File: src/rtl/opll_write_sequencer.sv
// rtl/opll_write_sequencer.sv - OPLL register-write sequencer
// Turns (addr, data) requests into timed address/data bus cycles with WR strobes.
module opll_write_sequencer #(
   parameter int unsigned WR_PULSE       = 4,
   parameter int unsigned ADDR_WAIT      = 12,
   parameter int unsigned DATA_WAIT      = 84,
   parameter int unsigned SKIP_SAME_ADDR = 0
) (
   input  logic       clk,
   input  logic       rst_n,
   input  logic       in_valid,
   output logic       in_ready,
   input  logic [7:0] in_addr,
   input  logic [7:0] in_data,
   output logic [7:0] o_D,
   output logic       o_A0,
   output logic       o_WR,
   output logic       o_busy
);

   typedef enum logic [2:0] {
      S_IDLE, S_ADDR_WR, S_ADDR_WAIT, S_DATA_WR, S_DATA_WAIT
   } state_t;

   localparam logic [7:0] C_WR_LOAD   = 8'(WR_PULSE - 1);
   localparam logic [7:0] C_AW_LOAD   = 8'(ADDR_WAIT - 1);
   localparam logic [7:0] C_DW_LOAD   = 8'(DATA_WAIT - 1);
   localparam logic       C_SKIP_EN   = (SKIP_SAME_ADDR != 0);

   state_t     r_state, w_state_nxt;
   logic [7:0] r_cnt, w_cnt_nxt;
   logic [7:0] r_addr, w_addr_nxt;
   logic [7:0] r_data, w_data_nxt;
   logic [7:0] r_last_addr, w_last_addr_nxt;
   logic       r_cache_vld, w_cache_vld_nxt;
   logic       r_wr, w_wr_nxt;
   logic       r_a0, w_a0_nxt;
   logic [7:0] r_d, w_d_nxt;
   logic       r_run;
   logic       w_ready, w_accept, w_skip, w_cnt_zero;

   // r_run keeps in_ready low until the first edge after reset release
   assign w_ready    = r_run && (r_state == S_IDLE);
   assign w_accept   = in_valid && w_ready;
   assign w_skip     = C_SKIP_EN && r_cache_vld && (in_addr == r_last_addr);
   assign w_cnt_zero = (r_cnt == 8'd0);

   always_comb begin
      w_state_nxt     = r_state;
      w_cnt_nxt       = r_cnt;
      w_addr_nxt      = r_addr;
      w_data_nxt      = r_data;
      w_last_addr_nxt = r_last_addr;
      w_cache_vld_nxt = r_cache_vld;
      w_wr_nxt        = r_wr;
      w_a0_nxt        = r_a0;
      w_d_nxt         = r_d;
      case (r_state)
         S_IDLE: begin
            if (w_accept) begin
               w_addr_nxt = in_addr;
               w_data_nxt = in_data;
               w_cnt_nxt  = C_WR_LOAD;
               w_wr_nxt   = 1'b1;
               if (w_skip) begin
                  w_state_nxt = S_DATA_WR;
                  w_a0_nxt    = 1'b1;
                  w_d_nxt     = in_data;
               end else begin
                  w_state_nxt = S_ADDR_WR;
                  w_a0_nxt    = 1'b0;
                  w_d_nxt     = in_addr;
               end
            end
         end
         S_ADDR_WR: begin
            if (w_cnt_zero) begin
               w_state_nxt     = S_ADDR_WAIT;
               w_cnt_nxt       = C_AW_LOAD;
               w_wr_nxt        = 1'b0;
               w_last_addr_nxt = r_addr;
               w_cache_vld_nxt = 1'b1;
            end else begin
               w_cnt_nxt = r_cnt - 8'd1;
            end
         end
         S_ADDR_WAIT: begin
            if (w_cnt_zero) begin
               w_state_nxt = S_DATA_WR;
               w_cnt_nxt   = C_WR_LOAD;
               w_wr_nxt    = 1'b1;
               w_a0_nxt    = 1'b1;
               w_d_nxt     = r_data;
            end else begin
               w_cnt_nxt = r_cnt - 8'd1;
            end
         end
         S_DATA_WR: begin
            if (w_cnt_zero) begin
               w_state_nxt = S_DATA_WAIT;
               w_cnt_nxt   = C_DW_LOAD;
               w_wr_nxt    = 1'b0;
            end else begin
               w_cnt_nxt = r_cnt - 8'd1;
            end
         end
         S_DATA_WAIT: begin
            if (w_cnt_zero) w_state_nxt = S_IDLE;
            else            w_cnt_nxt   = r_cnt - 8'd1;
         end
         default: w_state_nxt = S_IDLE;
      endcase
   end

   always_ff @(posedge clk or negedge rst_n) begin
      if (!rst_n) begin
         r_state     <= S_IDLE;
         r_cnt       <= 8'd0;
         r_addr      <= 8'd0;
         r_data      <= 8'd0;
         r_last_addr <= 8'd0;
         r_cache_vld <= 1'b0;
         r_wr        <= 1'b0;
         r_a0        <= 1'b0;
         r_d         <= 8'd0;
         r_run       <= 1'b0;
      end else begin
         r_state     <= w_state_nxt;
         r_cnt       <= w_cnt_nxt;
         r_addr      <= w_addr_nxt;
         r_data      <= w_data_nxt;
         r_last_addr <= w_last_addr_nxt;
         r_cache_vld <= w_cache_vld_nxt;
         r_wr        <= w_wr_nxt;
         r_a0        <= w_a0_nxt;
         r_d         <= w_d_nxt;
         r_run       <= 1'b1;
      end
   end

   assign in_ready = w_ready;
   assign o_busy   = ~w_ready;
   assign o_WR     = r_wr;
   assign o_A0     = r_a0;
   assign o_D      = r_d;

endmodule

File: config.mk
export PLATFORM = sky130hd
export DESIGN_NAME = opll_write_sequencer
export DESIGN_NICKNAME = d
export VERILOG_FILES = /design/src/rtl/opll_write_sequencer.sv
export SDC_FILE = /design/constraint.sdc
export NUM_CORES = 1
export LEC_CHECK = 0
export CAP_MARGIN = 30
export CORE_MARGIN = 8
export CORE_UTILIZATION = 45
export CTS_CLUSTER_DIAMETER = 30
export DETAILED_ROUTE_END_ITERATION = 6
export PLACE_DENSITY = 0.81
export SKIP_LAST_GASP = 1
export SLEW_MARGIN = 20
export SYNTH_ARGS = -nofsm -noshare
export SYNTH_HDL_FRONTEND = slang
export SYNTH_SLANG_ARGS = --single-unit
File: constraint.sdc
create_clock -name clk -period 2 [get_ports clk]
set_clock_uncertainty 0.05 [all_clocks]
set_input_delay 0.4 -clock clk [delete_from_list [all_inputs] [get_ports clk]]
set_output_delay 0.4 -clock clk [all_outputs]
set_load 0.01 [all_outputs]
## Word-level counts from Yosys, hierarchy flattened

Cells that the tools add are included.

| word-level totals | value |
|---|---|
| output and inout port bits | 12 |
| register bits | 30 |
| input port bits | 19 |
| word-level logic and storage cells | 54 |

| cells by class | value |
|---|---|
| $add $sub $neg | 1 |
| equality and inequality tests | 11 |
| reduce and logical (&&, ||, !) cells | 13 |
| multiplexer cells | 21 |
| bitwise operators | 1 |

Operators by type and width:

| kind | number |
|---|---|
| 2-to-1 mux 8 bit | 7 |
| case mux 8 bit (5 select lines) | 1 |
| case mux 8 bit (2 select lines) | 1 |
| 2-to-1 mux 3 bit | 5 |
| case mux 3 bit (5 select lines) | 1 |
| inequality test 2 bit (second input constant) | 6 |
| logical NOT 8 bit | 1 |
| subtractor 8 x 1 -> 8 bit (second input constant) | 1 |
| equality test 3 x 2 -> 1 bit (second input constant) | 2 |
| AND reduction 3 bit | 2 |
| AND reduction 5 bit | 1 |
| nonzero test 5 bit | 1 |
| 2-to-1 mux 1 bit | 4 |
| AND reduction 4 bit | 1 |
| equality test 3 x 1 -> 1 bit (second input constant) | 1 |
| equality test 3 bit (second input constant) | 1 |
| logical NOT 3 bit | 1 |
| case mux 1 bit (3 select lines) | 1 |
| nonzero test 3 bit | 1 |
| logical AND 1 bit | 2 |
| inequality test 2 x 1 -> 1 bit (second input constant) | 1 |
| case mux 1 bit (2 select lines) | 1 |
| AND reduction 2 bit | 1 |
| nonzero test 2 bit | 1 |
| 2 further kinds | 2 |

## Longest topological paths before layout

| depth | value |
|---|---|
| depth in word-level cells | 5 |
| mapped depth | 7 |

## Least setup slack after synthesis

OpenSTA, ideal clock, no wires.

| path | value |
|---|---|
| kind | flip-flop to flip-flop |
| from | register r_cnt[0] |
| to | register r_d[0], in the netlist o_D[0] |
| slack | 0.051 ns |
| arrival time | 1.775 ns |
| period minus slack after synthesis | 1.949 ns |
| data required time | 1.825 ns |
| stages on the path, launching flop included | 7 |
| setup time | 0.125 ns |
| cell sequence | dfrtp_1 > inv_1 > ha_1 > nor4b_2 > nand2_2 > o31ai_4 > mux2_2 |

| between the ends | value |
|---|---|
| cells in the longest elaborated chain, start to end | 3 |

Ends and longest elaborated chain:

| element | RTL line | text |
|---|---|---|
| start, declared | 31 | `logic [7:0] r_cnt, w_cnt_nxt;` |
| start signal, assigned | 129 | `r_cnt <= w_cnt_nxt;` |
| logical NOT 8 bit | 46 | `assign w_cnt_zero = (r_cnt == 8'd0);` |
| inequality test 2 bit (no source line) | -- |  |
| AND reduction 3 bit (no source line) | -- |  |
| end signal, assigned | 136 | `r_d <= w_d_nxt;` |
| end, declared | 38 | `logic [7:0] r_d, w_d_nxt;` |

Every way passes these cells.
A chain may end at the register's enable or synchronous reset.

## Final worst setup path

| path | value |
|---|---|
| from | register r_cnt[0] |
| to | register r_cnt[3] |

| between the ends | value |
|---|---|
| cells in the longest elaborated chain, start to end | 3 |

Ends and longest elaborated chain:

| element | RTL line | text |
|---|---|---|
| subtractor 8 x 1 -> 8 bit or logical NOT 8 bit (tied branches) | -- |  |
| 2-to-1 mux 8 bit (tied with other cells) | 108 | `if (w_cnt_zero) w_state_nxt = S_IDLE;` |
| case mux 8 bit (5 select lines) or AND reduction 3 bit (tied branches) | -- |  |

Parallel ways exist; a longest one is shown, timed or not. The select of a mux whose other input is x is not followed.

==> reports/metrics.cfg <==
[timing]
min_period_over_period=0.983
holdWs_ns=0.348
hold_viol_final=0
drv_slew=0
min_period_ns=1.97
grt_setup_unrepaired=no
timing.fmax_mhz=509
fin_tns_setup_ns=0
setup_violations=0

[layout]
final_cell_mix=29 x dfrtp_1, 28 x clkdlybuf4s50_1, 23 x mux2_2, 23 x buf_4, 10 x nor2_1
nets=214
drive_gt1_frac=0.361
n_fill_cell=262
final_common_cell=dfrtp_1
final_area_mm2=0.00223
seq_area_um2=752
multiInputGateArea_um2=816
area_growth_pct=38.8
diodes=0

[worst_setup_path]
start_kind=flip-flop
ff2ff_path_depth=8
crit_fanout=6
required_ns=2.22
rrSetupSlack_ns=0.03
end_kind=flip-flop
path_class=flip-flop to flip-flop
r2r-start=r_cnt[0]
reg2reg_to=r_cnt[3]
arrival_ns=2.18

[pwr]
finalPower_uw=3100
leakagePower_uw=0.000969
power_density_mw_per_mm2=1390
ir_drop_uv=709

[clocking]
clk_path_buf_depth=2
cts_sinks=30
clock_tree.htree_level_count=2
root_buffer=clkbuf_4
insertion_delay_ns=0.32
cts_hold_buffers=0
cts_made_buffers=5
clkSlewWorstSetupHoldPaths_ns=0.09
cts_tree=built

[synth]
syn_nets=157
yosysUniqueCellTypes=44
seq_area_frac_synth=0.466
yosysTopAreaCell=dfrtp_1
syn-instance-count=137
synth_top_area_share=0.466
ys.warnings.count=0
synth.area.top_cells=dfrtp_1 47%, mux2_2 16%, a221o_1 3.1%
synth.cell_area_mm2=0.00161
ys_ff_latch=30
postSynthAreaPerCell_um2=11.8

[detailed_routing]
initialDrtViolationCount=46
wirelength_um=3880
wl_per_cell_um=16.2
remaining_drc_errors=0
ant_nets=0
viasPerCell=5.40
firstDrtPassIters=4
vias=1296

[floorplan]
ios=31
rows=21
die_area_mm2=0.00575
initial_core_util=0.475
die_h_um=75.8
core_area_mm2=0.00339
fp.dieW_um=75.8

[placement]
placed_cell_area_mm2=0.00210
place.gp.congestion=0.859
port_buffers=30
dp_hpwl_um=2930

[hold_path]
worstHoldPathType=primary input to async pin

[global_route]
globalRouteTotalUtil=0.143
grt_max_degree=20
grt_pass1_vias=1366
grt-ovfl-total=0
grt_pass1_wl_um=6180
antenna_found_initial=0

[status]
status=completed

[flow_run]
max_cap_viol_count=0

synth_stat cells:
cell type,number
buf_2,2
nand2_2,1
mux2i_1,1
o21a_1,1
o21ai_0,1
nand2_1,6
a211oi_1,2
o22ai_1,1
inv_1,7
or3b_1,1
mux2_2,23
o311ai_1,1
a221o_1,5
maj3_1,1
or4b_1,1
o31ai_4,1
nor4b_4,1
nand2b_4,1
o31ai_1,1
and3_1,1
nor4b_2,1
mux2_1,1
nor2_8,1
xnor2_1,4
xor2_1,1
nor3_1,4
a21boi_0,1
buf_6,3
nor4_1,3
a21o_1,1
and3_2,1
a21oi_1,6
a22oi_1,1
nor3_2,1
nand3_1,1
ha_1,1
nor2_1,11
a2bb2oi_1,1
conb_1,1
or3_1,1
a22o_1,1
a31oi_1,1
dfrtp_1,30
nor2b_1,1
logic make-up after synthesis:
family          after synthesis  synth area share
compound gates               25             0.123
xor+xnor                      5            0.0272
fa+ha+maj                     2            0.0140
buf+inv                      12            0.0435
flops                        30             0.466
mux                          25             0.174
other cells                   1           0.00233
simple gates                 37             0.150
metal layers:
metal / wire length [um] / share of wire / track usage
met2: 2090 / 0.54 / 0.260
met3: 164 / 0.042 / 0.0250
met5: 0 / 0 / 0
met1: 1560 / 0.40 / 0.156
met4: 72 / 0.019 / 0.0640
power by group:
group / switching (uW) / leakage [uW] / internal (uW) / total, uW
Clock: 195 / 0.0000443 / 291 / 486
Combinational: 694 / 0.000565 / 850 / 1540
Sequential: 193 / 0.000361 / 882 / 1070
Total: 1080 / 0.000969 / 2020 / 3100
worst max path at each step:
stage / startpoint / to / slack [ns] / cells after the start
after global placement: r_cnt[0] / r_cnt[3] / 0.01 / 8
after floorplan: r_cnt[0] / o_D[0] / 0.05 / 6
after detailed placement: r_cnt[0] / r_cnt[6] / -0.01 / 7
final: r_cnt[0] / r_cnt[3] / 0.03 / 8
after global routing: r_cnt[1] / o_D[6] / 0.003 / 7
after CTS: r_cnt[0] / r_cnt[6] / 0.02 / 7
metrics by stage:
step                      setup slack [ns]  cells   util
after floorplan                     0.0507    137      -
final                               0.0341    240  0.659
after global routing               0.00337    240  0.659
after detailed placement           -0.0133    230  0.620
after CTS                           0.0203    239  0.654
after global placement              0.0131    230  0.620
final cells by class:
class                   count  area share
clock buffers               6      0.0230
clock inverters             1      0.0134
inverters                   7      0.0118
multi-input cells          95       0.365
flip-flops and latches     30       0.337
well taps                  46      0.0258
repair buffers             55       0.225
registers in the layout, indices dropped and copies added, names as in the netlist:
| register | flops |
|---|---|
| o_WR | 1 |
| o_D | 8 |
| r_cnt | 8 |
| r_data | 8 |
| r_state | 3 |
| o_A0 | 1 |
| r_run | 1 |
worst max-delay path: stages (launching register included):
cell and delay [ns]:
dfrtp_1 0.40, inv_2 0.08, ha_4 0.15, or4b_4 0.46, buf_6 0.16, nor4_1 0.24, buf_4 0.17, a21o_1 0.08
a221o_1 0.12
repair_timing:
| item | in CTS | in global routing |
|---|---|---|
| resized for setup | 9 | 2 |
| buffers inserted | 2 | 1 |
| gates cloned | 0 | 0 |
| pin swaps | 2 | 1 |
| setup endpoints to repair | 16 | 7 |
Power figures use the tool's default switching activity.
